$ cat src/rtl/spi_master_ctrl_if.sv
// Requester-side byte port plus SPI pins of the SPI master controller.
interface spi_master_ctrl_if;
    logic       tx_valid;
    logic [7:0] tx_data;
    logic       tx_last;
    logic       tx_ready;
    logic       rx_valid;
    logic [7:0] rx_data;
    logic       busy;
    logic       ss;
    logic       sclk;
    logic       mosi;
    logic       miso;

    modport master (
        input  tx_valid, tx_data, tx_last, miso,
        output tx_ready, rx_valid, rx_data, busy, ss, sclk, mosi
    );

    modport slave (
        output tx_valid, tx_data, tx_last, miso,
        input  tx_ready, rx_valid, rx_data, busy, ss, sclk, mosi
    );
endinterface

$ cat src/rtl/spi_master_ctrl.sv
// SPI mode-0 master, LSB first; queued bytes are framed under one ss assertion until tx_last.
// Phase timing comes from a down-counter reloaded on every state entry; all outputs are registered.
//
// state     | meaning
// IDLE      | ss high, waiting for the first byte of a frame
// SETUP     | ss low, bit0 on mosi ahead of the first sclk rise
// HIGH      | sclk high, miso captured on entry
// LOW       | sclk low, next mosi bit driven on entry
// BYTE_DONE | one-cycle rx_valid pulse
// WAIT_NEXT | frame open, ss held low until the next byte arrives
// HOLD      | ss hold time after the last byte of a frame
// GAP       | ss high before a new frame may start
module spi_master_ctrl #(
    parameter int CLK_DIV = 4,
    parameter int SS_GAP  = 4
) (
    input  logic              clk,
    input  logic              rst,
    spi_master_ctrl_if.master bus
);

    localparam int CNT_MAX = (CLK_DIV > SS_GAP) ? CLK_DIV : SS_GAP;
    localparam int CNT_W   = $clog2(CNT_MAX + 1);
    localparam logic [CNT_W-1:0] DIV_LOAD = CNT_W'(CLK_DIV - 1);
    localparam logic [CNT_W-1:0] GAP_LOAD = CNT_W'((SS_GAP > 0) ? SS_GAP - 1 : 0);

    typedef enum logic [2:0] {
        S_IDLE,
        S_SETUP,
        S_HIGH,
        S_LOW,
        S_BYTE_DONE,
        S_WAIT_NEXT,
        S_HOLD,
        S_GAP
    } state_t;

    state_t           state;
    logic [CNT_W-1:0] cnt;
    logic [2:0]       bit_idx;
    logic [2:0]       bit_nxt;
    logic [7:0]       tx_sr;
    logic [7:0]       rx_sr;
    logic             last_q;
    logic             accept;

    logic             ss_q;
    logic             sclk_q;
    logic             mosi_q;
    logic             tx_ready_q;
    logic             rx_valid_q;
    logic [7:0]       rx_data_q;
    logic             busy_q;

    assign bit_nxt = bit_idx + 3'd1;
    assign accept  = bus.tx_valid & tx_ready_q;

    assign bus.ss       = ss_q;
    assign bus.sclk     = sclk_q;
    assign bus.mosi     = mosi_q;
    assign bus.tx_ready = tx_ready_q;
    assign bus.rx_valid = rx_valid_q;
    assign bus.rx_data  = rx_data_q;
    assign bus.busy     = busy_q;

    always_ff @(posedge clk or posedge rst) begin
        if (rst) begin
            state      <= S_IDLE;
            cnt        <= '0;
            bit_idx    <= '0;
            tx_sr      <= '0;
            rx_sr      <= '0;
            last_q     <= 1'b0;
            ss_q       <= 1'b1;
            sclk_q     <= 1'b0;
            mosi_q     <= 1'b0;
            tx_ready_q <= 1'b0;
            rx_valid_q <= 1'b0;
            rx_data_q  <= '0;
            busy_q     <= 1'b0;
        end else begin
            rx_valid_q <= 1'b0;
            case (state)
                S_IDLE, S_WAIT_NEXT: begin
                    tx_ready_q <= 1'b1;
                    if (accept) begin
                        tx_sr      <= bus.tx_data;
                        last_q     <= bus.tx_last;
                        tx_ready_q <= 1'b0;
                        busy_q     <= 1'b1;
                        ss_q       <= 1'b0;
                        mosi_q     <= bus.tx_data[0];
                        bit_idx    <= '0;
                        cnt        <= DIV_LOAD;
                        state      <= S_SETUP;
                    end
                end
                S_SETUP, S_LOW: begin
                    if (cnt == '0) begin
                        sclk_q         <= 1'b1;
                        rx_sr[bit_idx] <= bus.miso;
                        cnt            <= DIV_LOAD;
                        state          <= S_HIGH;
                    end else begin
                        cnt <= cnt - 1'b1;
                    end
                end
                S_HIGH: begin
                    if (cnt == '0) begin
                        sclk_q <= 1'b0;
                        cnt    <= DIV_LOAD;
                        if (bit_idx == 3'd7) begin
                            rx_valid_q <= 1'b1;
                            rx_data_q  <= rx_sr;
                            state      <= S_BYTE_DONE;
                        end else begin
                            bit_idx <= bit_nxt;
                            mosi_q  <= tx_sr[bit_nxt];
                            state   <= S_LOW;
                        end
                    end else begin
                        cnt <= cnt - 1'b1;
                    end
                end
                S_BYTE_DONE: begin
                    if (last_q) begin
                        cnt   <= DIV_LOAD;
                        state <= S_HOLD;
                    end else begin
                        tx_ready_q <= 1'b1;
                        state      <= S_WAIT_NEXT;
                    end
                end
                S_HOLD: begin
                    if (cnt == '0) begin
                        // mosi returns low together with ss so neither toggles outside a frame
                        ss_q   <= 1'b1;
                        mosi_q <= 1'b0;
                        cnt    <= GAP_LOAD;
                        state  <= S_GAP;
                    end else begin
                        cnt <= cnt - 1'b1;
                    end
                end
                S_GAP: begin
                    if (cnt == '0) begin
                        busy_q     <= 1'b0;
                        tx_ready_q <= 1'b1;
                        state      <= S_IDLE;
                    end else begin
                        cnt <= cnt - 1'b1;
                    end
                end
                default: begin
                    state <= S_IDLE;
                end
            endcase
        end
    end

endmodule

$ cat src/flat_wrapper.sv
// flat-port wrapper written by rule: the top's interface ports become plain ports
module spi_master_ctrl_flat 
#(
    parameter int CLK_DIV = 4,
    parameter int SS_GAP  = 4
)
  (clk, rst, bus_tx_valid, bus_tx_data, bus_tx_last, bus_miso, bus_tx_ready, bus_rx_valid, bus_rx_data, bus_busy, bus_ss, bus_sclk, bus_mosi);
  spi_master_ctrl_if bus_i ();
  input  logic clk;
  input  logic rst;
  input wire logic [$bits(bus_i.tx_valid)-1:0] bus_tx_valid;
  input wire logic [$bits(bus_i.tx_data)-1:0] bus_tx_data;
  input wire logic [$bits(bus_i.tx_last)-1:0] bus_tx_last;
  input wire logic [$bits(bus_i.miso)-1:0] bus_miso;
  output wire logic [$bits(bus_i.tx_ready)-1:0] bus_tx_ready;
  output wire logic [$bits(bus_i.rx_valid)-1:0] bus_rx_valid;
  output wire logic [$bits(bus_i.rx_data)-1:0] bus_rx_data;
  output wire logic [$bits(bus_i.busy)-1:0] bus_busy;
  output wire logic [$bits(bus_i.ss)-1:0] bus_ss;
  output wire logic [$bits(bus_i.sclk)-1:0] bus_sclk;
  output wire logic [$bits(bus_i.mosi)-1:0] bus_mosi;
  assign bus_i.tx_valid = bus_tx_valid;
  assign bus_i.tx_data = bus_tx_data;
  assign bus_i.tx_last = bus_tx_last;
  assign bus_i.miso = bus_miso;
  assign bus_tx_ready = bus_i.tx_ready;
  assign bus_rx_valid = bus_i.rx_valid;
  assign bus_rx_data = bus_i.rx_data;
  assign bus_busy = bus_i.busy;
  assign bus_ss = bus_i.ss;
  assign bus_sclk = bus_i.sclk;
  assign bus_mosi = bus_i.mosi;
  spi_master_ctrl #(.CLK_DIV(CLK_DIV), .SS_GAP(SS_GAP)) u_core (.clk(clk), .rst(rst), .bus(bus_i));
endmodule
$ cat config.mk
export PLATFORM = sky130hd
export DESIGN_NAME = spi_master_ctrl_flat
export DESIGN_NICKNAME = d
export VERILOG_FILES = /design/src/rtl/spi_master_ctrl_if.sv /design/src/rtl/spi_master_ctrl.sv /design/src/flat_wrapper.sv
export SDC_FILE = /design/constraint.sdc
export NUM_CORES = 1
export LEC_CHECK = 0
export ABC_AREA = 1
export CAP_MARGIN = 0
export CELL_PAD_IN_SITES_DETAIL_PLACEMENT = 1
export CELL_PAD_IN_SITES_GLOBAL_PLACEMENT = 1
export CORE_MARGIN = 5
export CORE_UTILIZATION = 40
export DETAILED_ROUTE_END_ITERATION = 12
export GPL_ROUTABILITY_DRIVEN = 0
export GPL_TIMING_DRIVEN = 0
export PLACE_DENSITY = 0.86
export SLEW_MARGIN = 30
export SYNTH_ARGS = -nofsm -noshare
export SYNTH_HDL_FRONTEND = slang
export SYNTH_SLANG_ARGS = --single-unit
$ cat constraint.sdc
create_clock -name clk -period 2.1 [get_ports clk]
set_clock_uncertainty 0.2 [all_clocks]
set_input_delay 0.42 -clock clk [delete_from_list [all_inputs] [get_ports clk]]
set_output_delay 0.42 -clock clk [all_outputs]
set_load 0.02 [all_outputs]
==> summary.md <==
| Metric | Value |
|---|---|
| Result of the run | finished, final reports clean |
| Crit path launch type | flip-flop |
| YS warnings | 0 |
| Post-DP HPWL | approximately 3600 um |
| Cell chosen for the clock root | clkbuf_8 |
| 1st-pass router iterations | 4 |
| Mapped Nets | 266 |
| Least setup slack across all paths after layout | 44.23 ps |
| Average wire per cell in the routed design | 14.16 um |
| Clock net sink count | 40 |
| Die Outline Area | around 6400 um^2 |
| Site Rows | 25 |
| Maximum count of clock buffers along a single path | 2 |
| Number of diodes | 0 |
| Longest individual stage delay on the worst path | between 500 and 600 ps |
| Maximum level of the CTS H-tree | 2 |
| Total vias in the final route | about 1700 |
| Master of the slowest instance on the critical path | clkdlybuf4s50_1 |
| Max-slew violation total from the final report | 0 |
| Max-Slew Margin vs Limit | 77.61% |
| Initial antenna violation count | 0 |
| Number of routed nets with antenna violations | 0 |
| Synth cell types | 22 |
| Placement Setup Slack | slightly above 90 ps |
| Initial core utilization | approximately two fifths |
| Total clock buffers created by CTS | 5 |
| Maximum number of pins on one net before global-route repair | 30 |
| Core area | ~4800 um^2 |
| Layout overhead on the synthesized area | 24.65% |
| Register area | approximately 1000 um^2 |
| Number of buffer cells added on primary ports | 26 |
| Hold violation count in the final report | 0 |
| Worst Path Class, Setup | reg -> out |
| Clock transition time at the flip-flop clock pins of the worst setup and hold paths | approximately 90 ps |
| Sum of internal, switching and leakage power | between 3 and 4 mW |
| Setup violations, final | 0 |
| Final Critical Period | between 2000 and 2500 ps |
| Clock latency reported for the late side of the worst-skew pair | ~300 ps |
| Proportion of layout cells with a drive suffix above 1 | a little under an eighth |
| Netlist Area Pre-Place | slightly below 2000 um^2 |
| CTS tree | built |
| Routed vias/inst | just under 5 |
| Post-route DRC violation count | 0 |
| Depth of the most critical reg-to-reg path | 8 |
| Cell family with most CP delay | buffers and inverters |
| Syn_area_per_cell | between 7 and 8 um^2 |
| Yosys reg bits | 40 |
| Worst R2R End | u_core.bus.rx_data[1]$_DFFE_PP0P_ |
| Setup TNS Final | 0 ps |
| Pleak | roughly 1.2 nW |
| Buffering stage count on the worst path with inverters included | 1 |
| Total Routed Length | around 5000 um |
| Synthesized instance count | around 250 |
| Kind of path behind the tightest hold check | in -> async |
| Most frequent cells in the layout | 102 x nand2_1, 39 x dfrtp_1, 26 x clkdlybuf4s50_1 |
| Setup repair bufs after CTS | 0 |
| Die Wd | around 80 um |
| Most frequent standard cell in the layout excluding fill and tap cells | nand2_1 |
| Number of nets in the finished design | 300 |
| Final Hold Slack | between 150 and 200 ps |
| Critical path data required time | ~1500 ps |
| Fmax | 486.4 MHz |
| Wire length of the first global-routing pass | between 8000 and 9000 um |
| Category of the worst setup path capture point | primary output |
| Highest fanout seen on the critical path | 2 |
| Maximum Capacitance Violations | 0 |
| Drt first-iter violations | 76 |
| Worst R2R Start | u_core.cnt[0]$_DFFE_PP0P_ |
| Slew at the pin closest to its max-slew limit | ~340 ps |
| Vias in the first global route | about 1900 |
| Vertical extent of the die | 80.17 um |
| Grt ovf | 0 |
| Multi-input logic area | 865.8 um^2 |
| Worst path cell trace | clkdlybuf4s50_1 |
| Worst ir drop on vdd | 0.5342 mV |
| Top Ports | 27 |
| Global routing usage summed across all routing layers | between 15 and 20% |
| Arrival time worst endpoint | about 1400 ps |
| Seq/Total Area, Yosys | 50.89% |
| Reg-to-reg slack, setup | around 200 ps |
| Fillers | 602 |
| Total power per unit cell area | 1554 nW/um^2 |
| Post-route clock period utilization | between 90 and 100% |
power breakdown:
group / internal [mW] / switching (mW) / total, mW / leakage (nW)
sequential: 1.11 / 0.231 / 1.34 / 0.448
combinational: 0.668 / 1.15 / 1.82 / 0.659
clock: 0.358 / 0.301 / 0.660 / 0.0548
logic make-up after synthesis:
family / Yosys count / share of synthesized area [%]
simple gates: 147 / 32.66
buf+inv: 26 / 5.400
xor+xnor: 1 / 0.4448
compound gates: 31 / 8.068
fa+ha+maj: 4 / 2.541
flops: 40 / 50.89
sequential cells by signal (all words and copies together), names as in the netlist:
register / cells
u_core.bus.mosi: 1
u_core.bus.rx_data: 8
u_core.bus.ss: 1
u_core.bus.busy: 1
u_core.state: 3
u_core.last_q: 1
u_core.tx_sr: 8
u_core.rx_sr: 8
u_core.cnt: 3
u_core.bus.rx_valid: 1
u_core.bus.tx_ready: 1
u_core.bus.sclk: 1
u_core.bit_idx: 3
synthesized netlist by cell type:
cell	n	area share (%)
a21oi_1	1	0.25
buf_2	1	0.25
buf_6	1	0.57
clkbuf_1	1	0.19
dfrtp_1	39	50
dfstp_2	1	1.3
ha_1	4	2.5
inv_1	16	3.0
inv_2	7	1.3
nand2_1	102	19
nand2_2	2	0.64
nand2_4	1	0.57
nand3_1	24	6.1
nand3_4	1	0.89
nand4_1	1	0.32
nor2_1	9	1.7
nor2_2	4	1.3
nor2_4	3	1.7
o21ai_0	10	2.5
o21ai_1	19	4.8
o21ai_2	1	0.44
xnor2_1	1	0.44
layout make-up:
| cell class | count | area share (%) |
|---|---|---|
| clock inverters | 3 | 1.886 |
| plain buffers | 3 | 0.8665 |
| multi-input cells | 183 | 35.27 |
| flip-flops and latches | 40 | 40.83 |
| well taps | 67 | 3.415 |
| clock buffers | 5 | 2.803 |
| inverters | 23 | 3.517 |
| repair buffers | 27 | 11.42 |
worst register-to-register path: cells and delay by family, from the launching register on:
| family | cells | cell delay, ps |
|---|---|---|
| simple gates | 5 | 730 |
| fa+ha+maj | 1 | 160 |
| flops | 1 | 390 |
| buf+inv | 2 | 360 |
per-layer routing:
layer | up-vias | share of wire [%] | global-route usage, %
met5 | - | 0 | 0
met4 | 0 | 1.8 | 7.770
met3 | 9 | 3.9 | 2.915
met2 | 37 | 53 | 32.37
met1 | 826 | 42 | 19.83
li1 | 857 | - | -
timing repair:
item	in CTS	in global routing
endpoints found under the setup margin	0	10
gates resized for setup	0	3
hold buffers	0	0
per-stage QoR:
stage	std cells	area (um^2)	util (%)
finish	351	2455	51.63
detailed placement	343	2333	49.08
floorplan	249	1969	-
global route	351	2455	51.63
CTS	351	2449	51.50
global placement	342	2313	48.66
worst max path at each step:
stage | startpoint | endpoint | slack (ps) | cells past startpoint
3_3_place_gp | rst | u_core.tx_sr[5]$_DFFE_PP0P_ | -340 | 2
3_5_place_dp | u_core.bit_idx[1]$_DFFE_PP0P_ | u_core.state[2]$_DFFE_PP0P_ | 90 | 7
5_1_grt | u_core.cnt[0]$_DFFE_PP0P_ | u_core.rx_sr[2]$_DFFE_PP0P_ | -4 | 8
2_1_floorplan | u_core.bit_idx[1]$_DFFE_PP0P_ | u_core.state[2]$_DFFE_PP0P_ | 340 | 7
4_1_cts | u_core.bus.ss$_DFFE_PP1P_ | bus_ss | 30 | 1
6_report | u_core.bus.ss$_DFFE_PP1P_ | bus_ss | 40 | 1
Note: power is estimated with default switching activity, not from simulation.
==> edit 1: new RTL, config.mk and constraints unchanged <==
`CLK_DIV` is set to 4 in 2 places; all go to 8.
--- a/src/rtl/spi_master_ctrl.sv
+++ b/src/rtl/spi_master_ctrl.sv
@@ -11,7 +11,7 @@
 // HOLD      | ss hold time after the last byte of a frame
 // GAP       | ss high before a new frame may start
 module spi_master_ctrl #(
-    parameter int CLK_DIV = 4,
+    parameter int CLK_DIV = 8,
     parameter int SS_GAP  = 4
 ) (
     input  logic              clk,
--- a/src/flat_wrapper.sv
+++ b/src/flat_wrapper.sv
@@ -1,7 +1,7 @@
 // flat-port wrapper written by rule: the top's interface ports become plain ports
 module spi_master_ctrl_flat 
 #(
-    parameter int CLK_DIV = 4,
+    parameter int CLK_DIV = 8,
     parameter int SS_GAP  = 4
 )
   (clk, rst, bus_tx_valid, bus_tx_data, bus_tx_last, bus_miso, bus_tx_ready, bus_rx_valid, bus_rx_data, bus_busy, bus_ss, bus_sclk, bus_mosi);
Function: changed (Yosys sat finds a counterexample within 10 cycles, from zero or initial values and one cycle with rst high).
==> edit 1 against the original RTL <==
Register-to-register slack is essentially flat. Wire length shrank 5.7%. Sequential cell count grew 1. Via count grew 0.52%. Total power shrank 14%. Design area grew 2.7%. Sequential power shrank 7%. Sequential share of layout area is essentially flat. Worst setup slack gained 0.087 ns. Area after synthesis grew 3.0%. Critical endpoint is now bus_tx_ready.
==> edit 1: results (changes against the original RTL) <==
status: completed
Synth warnings: 0 (unchanged)
sw frac: 41.2% (-2.9 points)
leakage: 1.30 nW (+12%)
initial antenna violation count: 0 (unchanged)
Num CTS Buffers: 5 (unchanged)
CTS root buffer: clkbuf_8
PortBufs: 26 (unchanged)
ranking of synthesized cells by area: dfrtp_1, nand2_1, nand3_1
Skew-Pair Late Insertion Delay: 0.30 ns (about the same)
Routed Antenna Nets: 0 (unchanged)
CTS H-tree lvls: 2 (unchanged)
Commonest cells post-synth: nand2_1, dfrtp_1, inv_1
HP Class: in -> async
critical path peak fanout: 4 (+2)
met3 wire length: 184 um (-4.2%)
DRT met1 WL: 2190 um (+5.6%)
WL met2: 2230 um (-15%)
layout cells sized above 1: 14.0% (+2.4 points)
Peak VDD IR: 0.000573 V (+7.2%)
first-pass GRT wire length: 8140 um (-6.1%)
Post-DP HPWL: 3430 um (-5.8%)
DR iter-0 viols: 60 (-21%)
# fillers: 642 (+6.6%)
Yosys cell types: 23 (+4.5%)
top routing layer in use: met4
Mapped Nets: 273 (+2.6%)
Crit-path slowest cell: clkdlybuf4s50_1
sequential area share after synthesis: 50.6% (-0.27 points)
Initial DRT Pass Iterations: 4 (unchanged)
dpl ws: 0.125 ns (+0.0344 ns)
Bufs on Longest Clock Path: 2 (unchanged)
worst hold slack: 0.181 ns (+0.00414 ns)
vias in the first global route: 1738 (-8.6%)
Reg-to-Reg End: u_core.bus.mosi
Slew headroom: 75.4% (-2.2 points)
worst r2r src: u_core.bit_idx[0]
async set-reset flop share out of synthesis: 100% (unchanged)
GRT Util Overall: 16.2% (-1.4 points)
Vias/cell: 4.80 (-2.5%)
Crit path largest cell delay: 0.64 ns (+0.05 ns)
pin count of the biggest net entering global routing: 31 (+3.3%)
per-cell routed wire length: 12.9 um (-8.6%)
crit path DAT: 1.35 ns (-0.09 ns)
nets: 307 (+2.3%)
cell area after synthesis: 2030 um^2 (+3.0%)
-- edit 1: worst max-delay path by stage --
stage	depth (start not counted)	end	slack (ns)	start
global placement	2	u_core.tx_sr[5]	-0.38	rst
detailed placement	8	u_core.bus.mosi	0.12	u_core.bit_idx[0]
floorplan	8	u_core.bus.mosi	0.33	u_core.bit_idx[0]
finish	1	bus_tx_ready	0.13	u_core.bus.tx_ready
global route	8	u_core.bus.mosi	0.04	u_core.bit_idx[0]
CTS	1	bus_ss	0.02	u_core.bus.ss
-- edit 1: area by class of cell --
type,count,area [um^2],share of cell area (%)
inverter,25,93.8,3.72
sequential,41,1030,40.8
timing repair buffer,27,283,11.2
clock buffer,6,82.6,3.28
buffer,2,18.8,0.744
multi-input combinational,189,890,35.3
tap,70,87.6,3.47
clock inverter,2,37.5,1.49
-- edit 1: per-stage QoR --
step	total power, W	instances	cell area, um^2
6_report	0.00327	362	2520
5_1_grt	0.00355	362	2520
4_1_cts	0.00331	362	2520
3_5_place_dp	0.00260	354	2400
3_3_place_gp	0.00253	353	2380
2_1_floorplan	0.00221	257	2030
-- edit 1: cells by family after synthesis --
family | Yosys count | synth area share [%]
AND/OR/NAND/NOR | 162 | 35.3
flip-flops | 41 | 50.6
buffers and inverters | 27 | 5.55
AO/OA/AOI/OAI | 22 | 5.80
adder cells (fa/ha/maj) | 3 | 1.85
XOR/XNOR | 2 | 0.863
-- edit 1: power groups by stage --
stage / clock (W) / sequential (W) / combinational [W]
final: 0.000683 / 0.00124 / 0.00134
after global routing: 0.000736 / 0.00128 / 0.00153
after CTS: 0.000701 / 0.00124 / 0.00136
after detailed placement: 0 / 0.00126 / 0.00134
after global placement: 0 / 0.00124 / 0.00128
after floorplan: 0 / 0.00125 / 0.000953
-- edit 1: repair_timing --
action / CTS / global route
gates resized for setup: 0 / 3
hold buffers: 0 / 0
endpoints found under the setup margin: 0 / 2
-- edit 1: per-layer routing --
metal	GRT usage, %	vias to the layer above
met5	0	-
met1	20.3	833
met2	26.4	28
met3	4.10	7
met4	7.09	0
li1	-	870
==> edit 2: new RTL, same settings <==
Without the edit above. The 8 states of `state_t` get a one-hot encoding in 8 bits.
--- a/src/rtl/spi_master_ctrl.sv
+++ b/src/rtl/spi_master_ctrl.sv
@@ -24,15 +24,15 @@
     localparam logic [CNT_W-1:0] DIV_LOAD = CNT_W'(CLK_DIV - 1);
     localparam logic [CNT_W-1:0] GAP_LOAD = CNT_W'((SS_GAP > 0) ? SS_GAP - 1 : 0);
 
-    typedef enum logic [2:0] {
-        S_IDLE,
-        S_SETUP,
-        S_HIGH,
-        S_LOW,
-        S_BYTE_DONE,
-        S_WAIT_NEXT,
-        S_HOLD,
-        S_GAP
+    typedef enum logic [7:0] {
+        S_IDLE      = 8'b00000001,
+        S_SETUP     = 8'b00000010,
+        S_HIGH      = 8'b00000100,
+        S_LOW       = 8'b00001000,
+        S_BYTE_DONE = 8'b00010000,
+        S_WAIT_NEXT = 8'b00100000,
+        S_HOLD      = 8'b01000000,
+        S_GAP       = 8'b10000000
     } state_t;
 
     state_t           state;
Formal check against the unedited RTL: same outputs for any inputs over 10 cycles, from zero or initial values and one cycle with rst high; not proved beyond that.
==> edit 2 against the original RTL <==
Cell count is 19% higher. Sequential cell count up 5. Register-to-register slack better by 0.03 ns. Fmax increased by 0.43%. Clock power decreased by 11%. Highest routed layer unchanged. Worst setup slack gained 0.0087 ns. Total power down 19%. Design area grew 17%. Wire length grew 11%. Core utilization down 2.4 points. Area after synthesis rose by 19%. Die area rose by 17%.
==> edit 2: results (changes against the original RTL) <==
Post-DP HPWL: 4440 um (+22%)
slew at the pin closest to its max-slew limit: 0.416 ns (+0.0813 ns)
Mapped Nets: 322 (+21%)
Crit path largest cell delay: 0.60 ns
DR iter-0 viols: 42 (-45%)
R2R setup slack: 0.23 ns (+0.03 ns)
first-pass GRT wire length: 9850 um (+14%)
critical path peak fanout: 2 (unchanged)
combinational share of power: 42.1% (-5.6 points)
leakage: 1.48 nW (+28%)
Num CTS Buffers: 5 (unchanged)
ranking of synthesized cells by area: dfrtp_1, nand2_1, inv_1
worst r2r src: u_core.cnt[0]
sw frac: 40.9% (-3.2 points)
pin count of the biggest net entering global routing: 18 (-40%)
WL final: 5500 um (+11%)
Top Family by Delay on Critical Path: buffers and inverters
CTS H-tree lvls: 2 (unchanged)
layout cells sized above 1: 12.6% (+0.99 points)
sequential area share after synthesis: 48.1% (-2.8 points)
worst hold slack: 0.199 ns (+0.0220 ns)
Crit-path slowest cell: clkdlybuf4s50_1
nets: 357 (+19%)
# fillers: 753 (+25%)
Total Power: 0.00308 W (-19%)
Yosys cell types: 28 (+27%)
Commonest cells post-synth: nand2_1, dfrtp_1, inv_1
vias in the first global route: 2183 (+15%)
Worst-path clk slew: 0.09 ns (about the same)
worst reg-to-reg path cell count: 10 (+2)
Post-Place Cells: 408 (+19%)
CTS root buffer: clkbuf_8
Clock power frac: 19.2% (+1.9 points)
Skew-Pair Late Insertion Delay: 0.29 ns
Post-Syn Instances: 305 (+22%)
post-synth top area cell: dfrtp_1
GRT Util Overall: 16.6% (-1.1 points)
Bufs on Longest Clock Path: 2 (unchanged)
via count: 2019 (+17%)
Peak VDD IR: 0.000537 V (+0.52%)
Vias/cell: 4.85 (-1.5%)
status: completed
HP Class: in -> async
-- edit 2: changes by cell type in the layout (fill, tap and decap cells not counted), sizes merged, moves of 5 or more --
cell   before  now
nand2     105  126
nand3      25   20
inv        24   39
nor2       16   36
o21ai      30   20
-- edit 2: how the worst min path moves through the flow --
stage	end
after floorplan	u_core.bus.rx_data[0]
after global placement	u_core.tx_sr[3]
after detailed placement	u_core.tx_sr[1]
after CTS	u_core.bus.rx_valid
after global routing	u_core.bus.rx_data[0]
final	u_core.bus.rx_data[0]
-- edit 2: per-layer routing --
layer | up-vias | track usage (%) | wire (um)
li1 | 1008 | - | -
met1 | 989 | 20.8 | 2400
met2 | 16 | 29.4 | 2930
met3 | 6 | 2.57 | 89
met4 | 0 | 4.67 | 75
met5 | - | 0 | 0
-- edit 2: cell type report --
| cell class | instances | area [um^2] | share of cell area [%] |
|---|---|---|---|
| well taps | 75 | 93.8 | 3.28 |
| plain buffers | 2 | 18.8 | 0.655 |
| repair buffers | 28 | 315 | 11.0 |
| flip-flops and latches | 45 | 1130 | 39.4 |
| inverters | 39 | 149 | 5.20 |
| clock buffers | 7 | 96.3 | 3.36 |
| clock inverters | 1 | 5.00 | 0.175 |
| multi-input cells | 219 | 1060 | 36.9 |
-- edit 2: through the flow --
step           worst slack (ns)  cell area (um^2)
6_report                 0.0530              2860
5_1_grt                  0.0240              2860
4_1_cts                  0.0356              2860
3_5_place_dp             0.0716              2760
3_3_place_gp             -0.508              2700
2_1_floorplan             0.424              2350
-- edit 2: kinds of logic (layout without fill, tap and decap cells) --
group / Yosys count / in the layout / synth area share [%]
xor+xnor: 2 / 2 / 0.746
buf+inv: 41 / 77 / 7.14
fa+ha+maj: 4 / 4 / 2.13
simple gates: 186 / 186 / 35.3
flops: 45 / 45 / 48.1
compound gates: 27 / 27 / 6.61
